<file path="src/rtl/trig_emulator.sv">
// rtl/trig_emulator.sv - emulated spill/trigger pattern generator; TRIGEMU_RANDOM_EN adds LFSR jitter to GAP
module trig_emulator #(
    parameter int PULSEW = 4,
    parameter int CYCLEW = 320,
    parameter int MINGAP = 64
) (
    input  logic        clk,
    input  logic        rst_n,
    input  logic        enable,
    input  logic [15:0] period,
    input  logic [15:0] nburst,
    input  logic        cyclereq,
    output logic        trigemu,
    output logic        busy,
    output logic [15:0] spillcnt,
    output logic [15:0] trigcnt
);

    typedef enum logic [2:0] {IDLE, CYCLE, CGAP, PULSE, GAP} state_t;

    state_t      state;
    state_t      next_state;
    logic [16:0] timer;
    logic [16:0] load_val;
    logic [15:0] period_l;
    logic [15:0] nburst_l;
    logic        pending;
    logic [15:0] gap_g;
    logic [16:0] gap_len;

    assign gap_g = (period_l > 16'(MINGAP)) ? period_l : 16'(MINGAP);
    assign busy  = (state != IDLE);

`ifdef TRIGEMU_RANDOM_EN
    logic [15:0] lfsr;

    always_ff @(posedge clk) begin
        if (!rst_n) begin
            lfsr <= 16'hACE1;
        end else begin
            lfsr <= {lfsr[14:0], lfsr[15] ^ lfsr[13] ^ lfsr[12] ^ lfsr[10]};
        end
    end

    assign gap_len = {1'b0, gap_g} + {11'd0, lfsr[5:0]};
`else
    assign gap_len = {1'b0, gap_g};
`endif

    // A cyclereq arriving on the last GAP clock still redirects to CYCLE.
    always_comb begin
        next_state = state;
        case (state)
            IDLE:  if (enable) next_state = CYCLE;
            CYCLE: if (timer == 17'd0) next_state = CGAP;
            CGAP: begin
                if (timer == 17'd0) begin
                    if (nburst_l != 16'd0) next_state = PULSE;
                    else                   next_state = enable ? CYCLE : IDLE;
                end
            end
            PULSE: if (timer == 17'd0) next_state = GAP;
            GAP: begin
                if (timer == 17'd0) begin
                    if (!enable)
                        next_state = IDLE;
                    else if (trigcnt == nburst_l || pending || cyclereq)
                        next_state = CYCLE;
                    else
                        next_state = PULSE;
                end
            end
            default: next_state = IDLE;
        endcase
    end

    always_comb begin
        load_val = 17'd0;
        case (next_state)
            CYCLE:   load_val = 17'(CYCLEW - 1);
            CGAP:    load_val = {1'b0, gap_g} - 17'd1;
            PULSE:   load_val = 17'(PULSEW - 1);
            GAP:     load_val = gap_len - 17'd1;
            default: load_val = 17'd0;
        endcase
    end

    always_ff @(posedge clk) begin
        if (!rst_n) begin
            state    <= IDLE;
            timer    <= 17'd0;
            trigemu  <= 1'b0;
            spillcnt <= 16'd0;
            trigcnt  <= 16'd0;
            pending  <= 1'b0;
            period_l <= 16'd0;
            nburst_l <= 16'd0;
        end else begin
            state   <= next_state;
            trigemu <= (state == CYCLE) || (state == PULSE);
            if (cyclereq && state != IDLE) pending <= 1'b1;
            if (next_state != state) begin
                timer <= load_val;
                if (next_state == CYCLE) begin
                    period_l <= period;
                    nburst_l <= nburst;
                    pending  <= 1'b0;
                end
                if (state == CYCLE) begin
                    spillcnt <= spillcnt + 16'd1;
                    trigcnt  <= 16'd0;
                end
                if (state == PULSE && trigcnt != 16'hFFFF) trigcnt <= trigcnt + 16'd1;
            end else if (timer != 17'd0) begin
                timer <= timer - 17'd1;
            end
        end
    end

endmodule

</file>
<file path="config.mk">
export PLATFORM = sky130hd
export DESIGN_NAME = trig_emulator
export DESIGN_NICKNAME = d
export VERILOG_FILES = /design/src/rtl/trig_emulator.sv
export SDC_FILE = /design/constraint.sdc
export NUM_CORES = 1
export LEC_CHECK = 0
export CORE_ASPECT_RATIO = 0.9
export CORE_MARGIN = 2
export CORE_UTILIZATION = 51
export CTS_CLUSTER_SIZE = 40
export DETAILED_ROUTE_END_ITERATION = 7
export PLACE_DENSITY = 0.76
export SLEW_MARGIN = 0
export SYNTH_ARGS = -nofsm -noshare
export SYNTH_HDL_FRONTEND = slang
export SYNTH_SLANG_ARGS = --single-unit
</file>
<file path="constraint.sdc">
create_clock -name clk -period 8.2 [get_ports clk]
set_input_delay 0.82 -clock clk [delete_from_list [all_inputs] [get_ports clk]]
set_output_delay 0.82 -clock clk [all_outputs]
set_load 0.05 [all_outputs]
</file>
* Word-level counts from Yosys, hierarchy flattened
Cells that the tools add are included.
** Word-level totals
- Flip-flop bits (word level) :: 86
- Input port bits :: 36
- Output and inout bits :: 34
- Word-level logic and storage cells :: 59
** Cells by class
- Add/sub/neg operators :: 4
- $lt $le $gt $ge :: 1
- Equal/unequal tests :: 11
- Muxes and demuxes :: 19
- Reductions and logical operators :: 16
** Operators by type and width (number)
- 17-bit one-hot mux with 3 select lines :: 1
- 16-bit 2-to-1 mux :: 3
- 17-bit 2-to-1 mux :: 2
- 16-bit by 1-bit adder with 16-bit output, second input constant :: 2
- 17-bit logical NOT :: 1
- 17-bit nonzero test :: 1
- 16-bit by 1-bit subtractor with 17-bit output, second input constant :: 1
- 17-bit by 1-bit subtractor with 17-bit output, second input constant :: 1
- 16-bit equality test :: 1
- 16-bit by 7-bit > comparator with 1-bit output, second input constant :: 1
- 16-bit != test, second input constant :: 1
- 16-bit nonzero test :: 1
- 3-bit 2-to-1 mux :: 5
- 3-bit one-hot mux with 5 select lines :: 1
- 3-bit by 2-bit equality test with 1-bit output, second input constant :: 4
- 3-bit by 1-bit equality test with 1-bit output, second input constant :: 2
- 3-bit equality test, second input constant :: 2
- 2-bit 2-to-1 mux :: 3
- 2-bit AND reduction :: 3
- 1-bit 2-to-1 mux :: 4
- 2-bit nonzero test :: 2
- 3-bit logical NOT :: 1
- 1-bit logical OR :: 3
- 3-bit != test :: 1
- other kinds (3) :: 4

* Depth between registers and ports, before layout
Gate-level depths: netlist of run 1.
- Depth in word-level cells :: 11
- Depth in mapped cells :: 13

* Least setup slack after synthesis of run 1
Ideal clock, no wire load.
- Path type :: flip-flop to flip-flop
- Start point :: reg timer[9]
- End point :: reg timer[5]
- Setup time :: 80 ps
- Arrival :: 3213 ps
- Data required time :: 8120 ps
- Setup slack :: 4907 ps
- Stages on the path, launching flop included :: 12
- Path buffers :: 3
- Cells stage by stage :: dfxtp_1 -> or4_4 -> or4_4 -> or3_1 -> buf_2 -> a21oi_2 -> a311oi_1 -> or2_1 -> buf_2 -> or4b_4 -> buf_6 -> o221ai_2
** Between the ends
- Word-level cells in the longest chain between the ends :: 7
- Elaborated cells on any way between the ends :: 16
- Those cells by class :: 5 x eq/ne; 7 x mux; 4 x reduce/logical
** RTL lines
- start, declared :: RTL line 23 : logic [16:0] timer;
- start signal, assigned :: RTL line 103 : timer <= load_val;
- start signal, assigned :: RTL line 115 : timer <= timer - 17'd1;
- 17-bit logical NOT
- 3-bit 2-to-1 mux (on tied branches)
- 3-bit one-hot mux with 5 select lines :: RTL line 53 : case (state)
- 3-bit equality test or 3-bit by 2-bit equality test with 1-bit output (tied branches) :: RTL line 79 : case (next_state)
- 2-bit OR reduction (no line)
- 17-bit one-hot mux with 3 select lines :: RTL line 79
- 17-bit 2-to-1 mux :: RTL line 102 : if (next_state != state) begin
Several ways; a longest one is shown, not always the timed one.
A chain may end at the register's enable or synchronous reset.

* Worst setup path in the final report of run 1
- Start point :: reg timer[9]
- End point :: reg timer[3]
Same word-level chain as after synthesis.

==> impl_metrics.py, run 1 <==
metrics = {
    "floorplan": {
        "initial_utilization": 0.521,
        "die_y_um": 92.5,
        "ios": 70,
        "design.die.area_um2": 9470,
        "num_rows": 32,
        "coreArea_um2": 8530,
        "die-width_um": 102,
    },
    "synth": {
        "synth-main-ff-cell": "sky130_fd_sc_hd__dfxtp_1",
        "synth_fp_nets": 558,
        "synth.cell_area_um2": 4440,
        "post_synth_inst_count": 517,
        "ys.warnings.count": 0,
        "seq_area_frac_synth": 0.388,
        "synthDistinctLibCells": 52,
        "syn_area_per_cell_um2": 8.59,
        "async_flop_share": 0,
        "number_of_synthesized_flops_with_an_enable_pin": 0,
        "ys_ff_latch": 86,
    },
    "worst_setup_path": {
        "timing.critical_path.arrival_ns": 3.99,
        "critPathMostFrequentCell": "sky130_fd_sc_hd__or4_4",
        "cp_top_family": "simple AND/OR/NAND/NOR gates",
        "worstPathCellList": "or4_4, or4_4, or3_1, a21oi_2, a311oi_4, buf_4, or2_1, or4b_4, o221ai_1",
        "cpPeakStageDelay_ns": 0.65,
        "worst_path_max_fanout": 32,
        "timing.setup.critical_path_class": "register to register",
        "startpoint_type": "register",
        "critical_path.endpoint_type": "register",
        "cpMaxStageDelayCell": "sky130_fd_sc_hd__or4b_4",
        "worst-endpoint-required_ns": 8.47,
        "crit_buf_inv": 1,
    },
    "clocking": {
        "cts_htree_levels": 3,
        "clk_path_buf_depth": 2,
        "post_cts_hold_buffer_count": 0,
        "clkLatencyLatePin_ns": 0.36,
        "cts_tree": "yes",
        "clkTransAtPathRegs_ns": 0.09,
        "clkSinkCount": 86,
        "cts.root.buffer_cell": "sky130_fd_sc_hd__clkbuf_8",
        "cts_made_buffers": 9,
        "cts.repair_timing.setup_buffer_count": 0,
        "cts-resized-gates": 0,
    },
    "sta": {
        "worst_pin_slew_ns": 0.790,
        "fin_setup_tns_ns": 0,
        "clock-skew-final_ns": 0.00791,
        "setup-violations-final": 0,
        "relSlewSlack": 0.471,
        "final_hold_viol_count": 0,
        "rsz_0062_raised_after_global_routing": "no",
        "post-route-min-period_ns": 3.73,
        "timing.final.max_slew_violations": 0,
        "achievable-frequency_ghz": 0.268,
        "layout_worst_path_cycle_share": 0.455,
    },
    "global_routing": {
        "global_route_wire_length_before_repair_um": 18100,
        "grt_max_degree": 57,
        "grt_antenna_before_repair": 0,
        "grt_overall_usage": 0.238,
        "aggregate_global_routing_overflow": 0,
        "grt_pass1_vias": 3841,
    },
    "route": {
        "via_count": 3881,
        "finalWirelength_um": 10900,
        "drc": 0,
        "route.antenna.remaining_nets": 0,
        "drt_iter0_markers": 225,
        "route.detailed.vias_per_inst": 5.54,
        "avgRoutedWirePerCell_um": 15.5,
        "drtPass1Iterations": 4,
    },
    "pwr": {
        "design_power_total_mw": 2.01,
        "power-per-cell-area_nw_per_um2": 368,
        "max-vdd-ir-drop_v": 0.000215,
        "leakagePower_nw": 2.15,
    },
    "status": {
        "result_of_the_run": "completed",
    },
    "finish": {
        "final_layout_size_suffix_gt1_frac": 0.0550,
        "seqCellArea_um2": 1720,
        "finish.net_count": 618,
        "total_of_fill_cells_in_the_finished_design": 735,
        "antenna-diode-count": 0,
        "flow.area_growth_from_synthesis_pct": 23.1,
        "multiInputGateArea_um2": 2620,
        "finish.instance_area_um2": 5470,
    },
    "run": {
        "drv.max_cap_violation_count": 0,
    },
    "place": {
        "placed_cell_area_um2": 5240,
        "port_buffers": 69,
        "detailed_place_hpwl_um": 7790,
        "gp_congestion": 0.881,
    },
    "min_path": {
        "hold_path_class": "register to register",
    },
}
synthesized netlist by cell type, types with 4 or more instances:
master	instances	area share
sky130_fd_sc_hd__a21oi_1	10	0.011
sky130_fd_sc_hd__and3_1	7	0.0099
sky130_fd_sc_hd__buf_2	5	0.0056
sky130_fd_sc_hd__clkbuf_1	18	0.015
sky130_fd_sc_hd__dfxtp_1	86	0.39
sky130_fd_sc_hd__ha_1	5	0.014
sky130_fd_sc_hd__inv_1	7	0.0059
sky130_fd_sc_hd__mux2i_1	33	0.074
sky130_fd_sc_hd__nand2_1	34	0.029
sky130_fd_sc_hd__nand2b_1	6	0.0085
sky130_fd_sc_hd__nand3_1	10	0.011
sky130_fd_sc_hd__nand4_1	6	0.0085
sky130_fd_sc_hd__nor2_1	91	0.077
sky130_fd_sc_hd__nor3_1	22	0.025
sky130_fd_sc_hd__nor3b_1	4	0.0068
sky130_fd_sc_hd__nor4_1	19	0.027
sky130_fd_sc_hd__nor4b_1	9	0.018
sky130_fd_sc_hd__o21ai_0	7	0.0079
sky130_fd_sc_hd__o22ai_1	9	0.013
sky130_fd_sc_hd__or3_1	11	0.015
sky130_fd_sc_hd__xnor2_1	38	0.075
sky130_fd_sc_hd__xor2_1	31	0.061
layout by cell type, fill, tap and decap left out, types with 2 or more instances in the layout:
master,instances
sky130_fd_sc_hd__nor2_1,91
sky130_fd_sc_hd__dfxtp_1,86
sky130_fd_sc_hd__clkdlybuf4s50_1,69
sky130_fd_sc_hd__xnor2_1,38
sky130_fd_sc_hd__nand2_1,34
sky130_fd_sc_hd__mux2i_1,33
sky130_fd_sc_hd__xor2_1,31
sky130_fd_sc_hd__nor3_1,22
sky130_fd_sc_hd__nor4_1,19
sky130_fd_sc_hd__or3_1,11
sky130_fd_sc_hd__nand3_1,10
sky130_fd_sc_hd__a21oi_1,10
sky130_fd_sc_hd__clkbuf_8,10
sky130_fd_sc_hd__nor4b_1,9
sky130_fd_sc_hd__o22ai_1,8
sky130_fd_sc_hd__inv_1,7
sky130_fd_sc_hd__and3_1,7
sky130_fd_sc_hd__o21ai_0,7
sky130_fd_sc_hd__nand2b_1,6
sky130_fd_sc_hd__nand4_1,6
sky130_fd_sc_hd__ha_1,5
sky130_fd_sc_hd__nor3b_1,4
sky130_fd_sc_hd__buf_4,4
sky130_fd_sc_hd__or4_1,3
sky130_fd_sc_hd__and2_1,3
sky130_fd_sc_hd__a31oi_1,3
sky130_fd_sc_hd__and4_1,3
sky130_fd_sc_hd__nand3b_1,3
sky130_fd_sc_hd__o31ai_1,3
sky130_fd_sc_hd__or4_4,2
sky130_fd_sc_hd__nor2b_1,2
sky130_fd_sc_hd__or2_2,2
sky130_fd_sc_hd__or4b_1,2
sky130_fd_sc_hd__o221ai_2,2
sky130_fd_sc_hd__o221ai_1,2
sky130_fd_sc_hd__bufinv_16,2
sky130_fd_sc_hd__clkinvlp_4,2
flip-flops by register name (all words and copies together), names as in the netlist:
signal    flops
period_l     16
trigemu       1
trigcnt      16
nburst_l     16
timer        17
state         3
pending       1
spillcnt     16
where the power goes:
group / leakage (nW) / internal (mW) / switching (mW)
sequential: 0.701 / 0.523 / 0.118
combinational: 1.33 / 0.443 / 0.587
clock: 0.109 / 0.182 / 0.159
layout make-up:
class,count,area share
clock buffers,10,0.0252
inverters,7,0.00481
clock inverters,6,0.0169
flip-flops and latches,86,0.315
repair buffers,73,0.132
well taps,119,0.0272
multi-input cells,400,0.479
worst paths after layout:
kind	from	end	slack [ns]	cells after the start
worst min register to register	period_l[4]	period_l[4]	0.54	2
worst max register to register	timer[9]	timer[3]	4.47	9
worst max-delay path	timer[9]	timer[3]	4.47	9
worst min-delay path	period_l[4]	period_l[4]	0.54	2
worst reg2reg max path, stage by stage, from the launching register on:
cell	delay, ns
sky130_fd_sc_hd__dfxtp_1	0.36
sky130_fd_sc_hd__or4_4	0.57
sky130_fd_sc_hd__or4_4	0.45
sky130_fd_sc_hd__or3_1	0.45
sky130_fd_sc_hd__a21oi_2	0.25
sky130_fd_sc_hd__a311oi_4	0.06
sky130_fd_sc_hd__buf_4	0.26
sky130_fd_sc_hd__or2_1	0.37
sky130_fd_sc_hd__or4b_4	0.65
sky130_fd_sc_hd__o221ai_1	0.22
kinds of logic (layout without fill, tap and decap cells):
family	Yosys count	after routing	synth area share
AND/OR/NAND/NOR	242	242	0.277
multiplexers	33	33	0.0744
flip-flops	86	86	0.388
buffers and inverters	31	96	0.0293
AO/OA/AOI/OAI	51	51	0.0812
adder cells (fa/ha/maj)	5	5	0.0141
XOR/XNOR	69	69	0.136
stage by stage:
stage                     instances  hold slack [ns]   util  worst slack [ns]
after floorplan                 517            0.468      -              4.91
after global placement          685            0.500  0.614              4.60
after detailed placement        685            0.512  0.614              4.53
after CTS                       701            0.534  0.641              4.50
after global routing            701            0.568  0.641              4.35
final                           701            0.535  0.641              4.47
per-layer routing:
layer,share of wire,vias up,GRT usage
met5,0,-,0
met4,0.0099,0,0.0667
met2,0.47,103,0.393
met3,0.054,9,0.0513
met1,0.47,1825,0.314
li1,-,1944,-
Note: power is estimated with default switching activity, not from simulation.
==> inputs of run 2 (changes only) <==
==> constraint.sdc (replaced) <==
create_clock -name clk -period 3.6 [get_ports clk]
set_input_delay 0.36 -clock clk [delete_from_list [all_inputs] [get_ports clk]]
set_output_delay 0.36 -clock clk [all_outputs]
set_load 0.05 [all_outputs]
==> impl_metrics.py, run 2 (synthesis gave the netlist of run 1 again) <==
metrics = {
    "worst_setup_path": {
        "timing.reg2reg.setup_slack_ns": 0.26,
        "startpoint_type": "register",
        "timing.setup.critical_path_class": "register to register",
        "cpPeakStageDelay_ns": 0.63,
        "critical_path.reg2reg.endpoint": "timer[3]",
        "critical_path.reg2reg.startpoint": "timer[9]",
        "worstRegToRegCells": 8,
        "timing.critical_path.arrival_ns": 3.62,
        "timing.critical_path.to": "timer[3]",
        "worst-endpoint-required_ns": 3.88,
        "crit_path_start": "timer[9]",
        "critPathMostFrequentCell": "sky130_fd_sc_hd__or4_4",
        "worstPathCellList": "or4_4, or4_4, or3_1, a21oi_2, a311oi_4, or2_1, or4b_4, o221ai_1",
        "crit_buf_inv": 0,
        "cpMaxStageDelayCell": "sky130_fd_sc_hd__or4b_4",
        "critical_path.endpoint_type": "register",
        "worst_path_max_fanout": 12,
        "critical_path_depth": 8,
        "cp_top_family": "simple AND/OR/NAND/NOR gates",
    },
    "finish": {
        "flow.area_growth_from_synthesis_pct": 23.3,
        "total_of_fill_cells_in_the_finished_design": 726,
        "antenna-diode-count": 0,
        "largest-register": "timer",
        "layout.cells.non_filler": 709,
        "finish.net_count": 626,
        "largest_register_ff_count": 17,
        "mostFrequentLayoutCell": "sky130_fd_sc_hd__nor2_1",
        "final_layout_size_suffix_gt1_frac": 0.0678,
        "commonest_non_fill_non_tap_cells_in_the_layout": "sky130_fd_sc_hd__nor2_1, sky130_fd_sc_hd__dfxtp_1, sky130_fd_sc_hd__clkdlybuf4s50_1",
    },
    "clocking": {
        "clkTransAtPathRegs_ns": 0.09,
        "cts.root.buffer_cell": "sky130_fd_sc_hd__clkbuf_8",
        "cts-resized-gates": 0,
        "clkLatencyLatePin_ns": 0.37,
        "cts_made_buffers": 9,
        "clkSinkCount": 86,
        "cts.repair_timing.setup_buffer_count": 0,
        "cts_tree": "yes",
        "cts_htree_levels": 3,
        "post_cts_hold_buffer_count": 0,
        "clk_path_buf_depth": 2,
    },
    "place": {
        "gp_congestion": 0.873,
        "port_buffers": 69,
        "detailed_place_hpwl_um": 7830,
        "dp_cells": 693,
    },
    "route": {
        "route.detailed.vias_per_inst": 5.58,
        "drtPass1Iterations": 5,
        "drc": 0,
        "avgRoutedWirePerCell_um": 14.9,
        "via_count": 3953,
        "finalWirelength_um": 10600,
        "route.antenna.remaining_nets": 0,
        "drt_iter0_markers": 269,
    },
    "floorplan": {
        "ios": 70,
        "initial_utilization": 0.521,
        "coreArea_um2": 8530,
        "die-width_um": 102,
        "design.die.area_um2": 9470,
        "die_y_um": 92.5,
        "num_rows": 32,
    },
    "pwr": {
        "design_power_total_mw": 4.51,
        "max-vdd-ir-drop_v": 0.000491,
        "power-per-cell-area_nw_per_um2": 824,
        "leakagePower_nw": 2.17,
    },
    "global_routing": {
        "grt_antenna_before_repair": 0,
        "grt_overall_usage": 0.235,
        "grt_pass1_vias": 3730,
        "global_route_wire_length_before_repair_um": 17700,
        "aggregate_global_routing_overflow": 0,
        "grt_max_degree": 57,
    },
    "sta": {
        "relSlewSlack": 0.491,
        "rsz_0062_raised_after_global_routing": "no",
        "clock-skew-final_ns": 0.0136,
        "timing.final.max_slew_violations": 0,
        "fin_setup_tns_ns": 0,
        "setup-violations-final": 0,
        "layout_worst_path_cycle_share": 0.927,
        "achievable-frequency_ghz": 0.300,
        "post-route-min-period_ns": 3.34,
        "worst_pin_slew_ns": 0.757,
        "final_hold_viol_count": 0,
    },
    "run": {
        "drv.max_cap_violation_count": 0,
    },
    "min_path": {
        "hold_path_class": "register to register",
    },
    "status": {
        "result_of_the_run": "completed",
    },
}
==> run 2: cell type report <==
cell class / instances / area, um2 / share of cell area
inverters: 7 / 26.3 / 0.00480
repair buffers: 81 / 781 / 0.143
flip-flops and latches: 86 / 1720 / 0.314
clock buffers: 9 / 124 / 0.0226
multi-input cells: 400 / 2620 / 0.478
well taps: 119 / 149 / 0.0272
clock inverters: 7 / 55.1 / 0.0101
==> run 2: per-stage QoR <==
step	setup slack [ns]	hold slack [ns]	utilization	area, um2
3_5_place_dp	0.283	0.507	0.621	5300
4_1_cts	0.275	0.532	0.642	5480
6_report	0.264	0.528	0.642	5480
2_1_floorplan	0.307	0.468	-	4440
5_1_grt	0.0682	0.549	0.642	5480
3_3_place_gp	0.356	0.503	0.621	5300
==> run 2: worst min path at each step <==
stage / cells after the start / from / end / slack (ns)
floorplan: 2 / period_l[15] / timer[15] / 0.47
global placement: 2 / period_l[4] / period_l[4] / 0.50
detailed placement: 2 / spillcnt[15] / spillcnt[15] / 0.51
CTS: 2 / spillcnt[15] / spillcnt[15] / 0.53
global route: 2 / spillcnt[15] / spillcnt[15] / 0.55
finish: 2 / spillcnt[15] / spillcnt[15] / 0.53
==> run 2: per-layer routing <==
layer  global-route usage  vias up  part of all wire
met5                    0        -                 0
li1                     -     1959                 -
met3               0.0438       10             0.055
met2                0.370      128              0.46
met1                0.327     1856              0.47
met4               0.0667        0             0.014
==> run 2: worst register-to-register path, delay by kind of cell, from the launching register on <==
| family | cells | cell delay [ns] |
|---|---|---|
| flops | 1 | 0.36 |
| compound gates | 3 | 0.55 |
| simple gates | 5 | 2.35 |
==> run 2: power by group <==
group          switching, mW  total, mW  leakage [nW]  internal, mW
clock                  0.379      0.640        0.0923         0.261
combinational           1.34       2.41          1.37          1.07
sequential             0.270       1.46         0.701          1.19
==> inputs of run 3 (changes only) <==
--- a/config.mk
+++ b/config.mk
@@ -6,7 +6,6 @@
 export NUM_CORES = 1
 export LEC_CHECK = 0
 export CORE_ASPECT_RATIO = 0.9
-export CORE_MARGIN = 2
 export CORE_UTILIZATION = 51
 export CTS_CLUSTER_SIZE = 40
 export DETAILED_ROUTE_END_ITERATION = 7
==> impl_metrics.py, run 3 (synthesis gave the netlist of run 1 again) <==
metrics = {
    "status": {
        "result_of_the_run": "completed",
    },
    "floorplan": {
        "die_y_um": 90.5,
        "coreArea_um2": 8260,
        "ios": 70,
        "initial_utilization": 0.537,
        "die-width_um": 100,
        "num_rows": 31,
        "design.die.area_um2": 9080,
    },
    "worst_setup_path": {
        "critical_path.endpoint_type": "register",
        "worst_path_max_fanout": 12,
        "timing.setup.critical_path_class": "register to register",
        "cp_top_family": "simple AND/OR/NAND/NOR gates",
        "startpoint_type": "register",
        "crit_buf_inv": 0,
        "cpMaxStageDelayCell": "sky130_fd_sc_hd__or4_4",
        "timing.critical_path.arrival_ns": 3.65,
        "cpPeakStageDelay_ns": 0.57,
        "worst-endpoint-required_ns": 3.83,
        "crit_path_start": "timer[9]",
        "critPathMostFrequentCell": "sky130_fd_sc_hd__or4_4",
        "critical_path.reg2reg.startpoint": "timer[9]",
        "worstPathCellList": "or4_4, or4_4, or3_1, a311oi_1, o21ba_2, or3b_1, or4b_4, o221ai_1",
    },
    "pwr": {
        "design_power_total_mw": 4.57,
        "cellInternalPower_mw": 2.56,
        "switching_power_mw": 2.01,
        "combPwrFrac": 0.533,
        "leakagePower_nw": 2.18,
        "max-vdd-ir-drop_v": 0.000505,
        "seq_power_share": 0.320,
        "power_switching_share": 0.440,
        "power.share.clock": 0.147,
        "power-per-cell-area_nw_per_um2": 830,
    },
    "route": {
        "via_count": 3969,
        "drt_iter0_markers": 294,
        "drc": 0,
        "avgRoutedWirePerCell_um": 15.0,
        "finalWirelength_um": 10600,
        "route.antenna.remaining_nets": 0,
        "route.detailed.vias_per_inst": 5.63,
        "drtPass1Iterations": 5,
    },
    "finish": {
        "final_layout_size_suffix_gt1_frac": 0.0678,
        "mostFrequentLayoutCell": "sky130_fd_sc_hd__nor2_1",
        "layout.core_utilization": 0.666,
        "commonest_non_fill_non_tap_cells_in_the_layout": "sky130_fd_sc_hd__nor2_1, sky130_fd_sc_hd__dfxtp_1, sky130_fd_sc_hd__clkdlybuf4s50_1",
        "multiInputGateArea_um2": 2620,
        "total_of_fill_cells_in_the_finished_design": 696,
        "finish.net_count": 626,
        "largest_register_ff_count": 17,
        "largest-register": "timer",
        "antenna-diode-count": 0,
        "flow.area_growth_from_synthesis_pct": 23.9,
        "seqCellArea_um2": 1720,
    },
    "clocking": {
        "clkLatencyLatePin_ns": 0.36,
        "cts-resized-gates": 0,
        "post_cts_hold_buffer_count": 0,
        "cts_made_buffers": 9,
        "cts.root.buffer_cell": "sky130_fd_sc_hd__clkbuf_8",
        "clkSinkCount": 86,
        "cts_tree": "yes",
        "clk_path_buf_depth": 2,
        "cts.repair_timing.setup_buffer_count": 0,
        "cts_htree_levels": 3,
        "clkTransAtPathRegs_ns": 0.10,
    },
    "global_routing": {
        "grt_antenna_before_repair": 0,
        "global_route_wire_length_before_repair_um": 17800,
        "aggregate_global_routing_overflow": 0,
        "grt_overall_usage": 0.245,
        "grt_max_degree": 57,
        "grt_pass1_vias": 3723,
    },
    "sta": {
        "worst_hold_slack_ns": 0.521,
        "post-route-min-period_ns": 3.42,
        "timing.final.max_slew_violations": 0,
        "rsz_0062_raised_after_global_routing": "no",
        "worst_pin_slew_ns": 0.612,
        "setup-violations-final": 0,
        "layout_worst_path_cycle_share": 0.949,
        "achievable-frequency_ghz": 0.293,
        "relSlewSlack": 0.589,
        "final_hold_viol_count": 0,
        "fin_setup_tns_ns": 0,
        "clock-skew-final_ns": 0.0119,
    },
    "place": {
        "gp_congestion": 0.890,
        "detailed_place_hpwl_um": 7860,
        "port_buffers": 69,
    },
    "run": {
        "drv.max_cap_violation_count": 0,
    },
    "min_path": {
        "min-delay-start": "pending",
        "hold_path_class": "register to register",
    },
}
## run 3: worst reg2reg max path, cell delays in order (launching register included)
cell                       delay (ns)
sky130_fd_sc_hd__dfxtp_1         0.37
sky130_fd_sc_hd__or4_4           0.57
sky130_fd_sc_hd__or4_4           0.45
sky130_fd_sc_hd__or3_1           0.38
sky130_fd_sc_hd__a311oi_1        0.39
sky130_fd_sc_hd__o21ba_2         0.22
sky130_fd_sc_hd__or3b_1          0.44
sky130_fd_sc_hd__or4b_4          0.34
sky130_fd_sc_hd__o221ai_1        0.14
## run 3: per-stage QoR
| step | worst slack, ns | instance area [um2] | std cells |
|---|---|---|---|
| final | 0.184 | 5500 | 705 |
| after global routing | 0.0852 | 5500 | 705 |
| after CTS | 0.235 | 5500 | 705 |
| after detailed placement | 0.236 | 5310 | 689 |
| after global placement | 0.334 | 5310 | 689 |
| after floorplan | 0.307 | 4440 | 517 |
## run 3: power by group through the flow
stage          Clock [mW]  Sequential [mW]  Combinational [mW]
4_1_cts             0.688             1.46                2.43
3_5_place_dp            0             1.48                2.41
2_1_floorplan           0             1.42                1.83
3_3_place_gp            0             1.46                2.35
6_report            0.672             1.46                2.43
5_1_grt             0.727             1.50                2.67
## run 3: worst paths after layout
| path | to | slack [ns] | depth (start not counted) |
|---|---|---|---|
| max | timer[4] | 0.18 | 8 |
| max reg2reg | timer[4] | 0.18 | 8 |
| min reg2reg | pending | 0.52 | 2 |
| min | pending | 0.52 | 2 |
## run 3: layer usage
layer  global-route usage  vias to the layer above  share of wire
li1                     -                     1962              -
met1                0.336                     1860           0.48
met2                0.388                      132           0.46
met3               0.0464                       15          0.050
met4               0.0749                        0          0.014
met5                    0                        -              0
## run 3: layout make-up
| cell class | instances | share of cell area |
|---|---|---|
| inverter | 7 | 0.00477 |
| clock inverter | 7 | 0.0134 |
| clock buffer | 9 | 0.0225 |
| multi-input combinational | 400 | 0.476 |
| tap | 115 | 0.0261 |
| sequential | 86 | 0.313 |
| timing repair buffer | 81 | 0.144 |
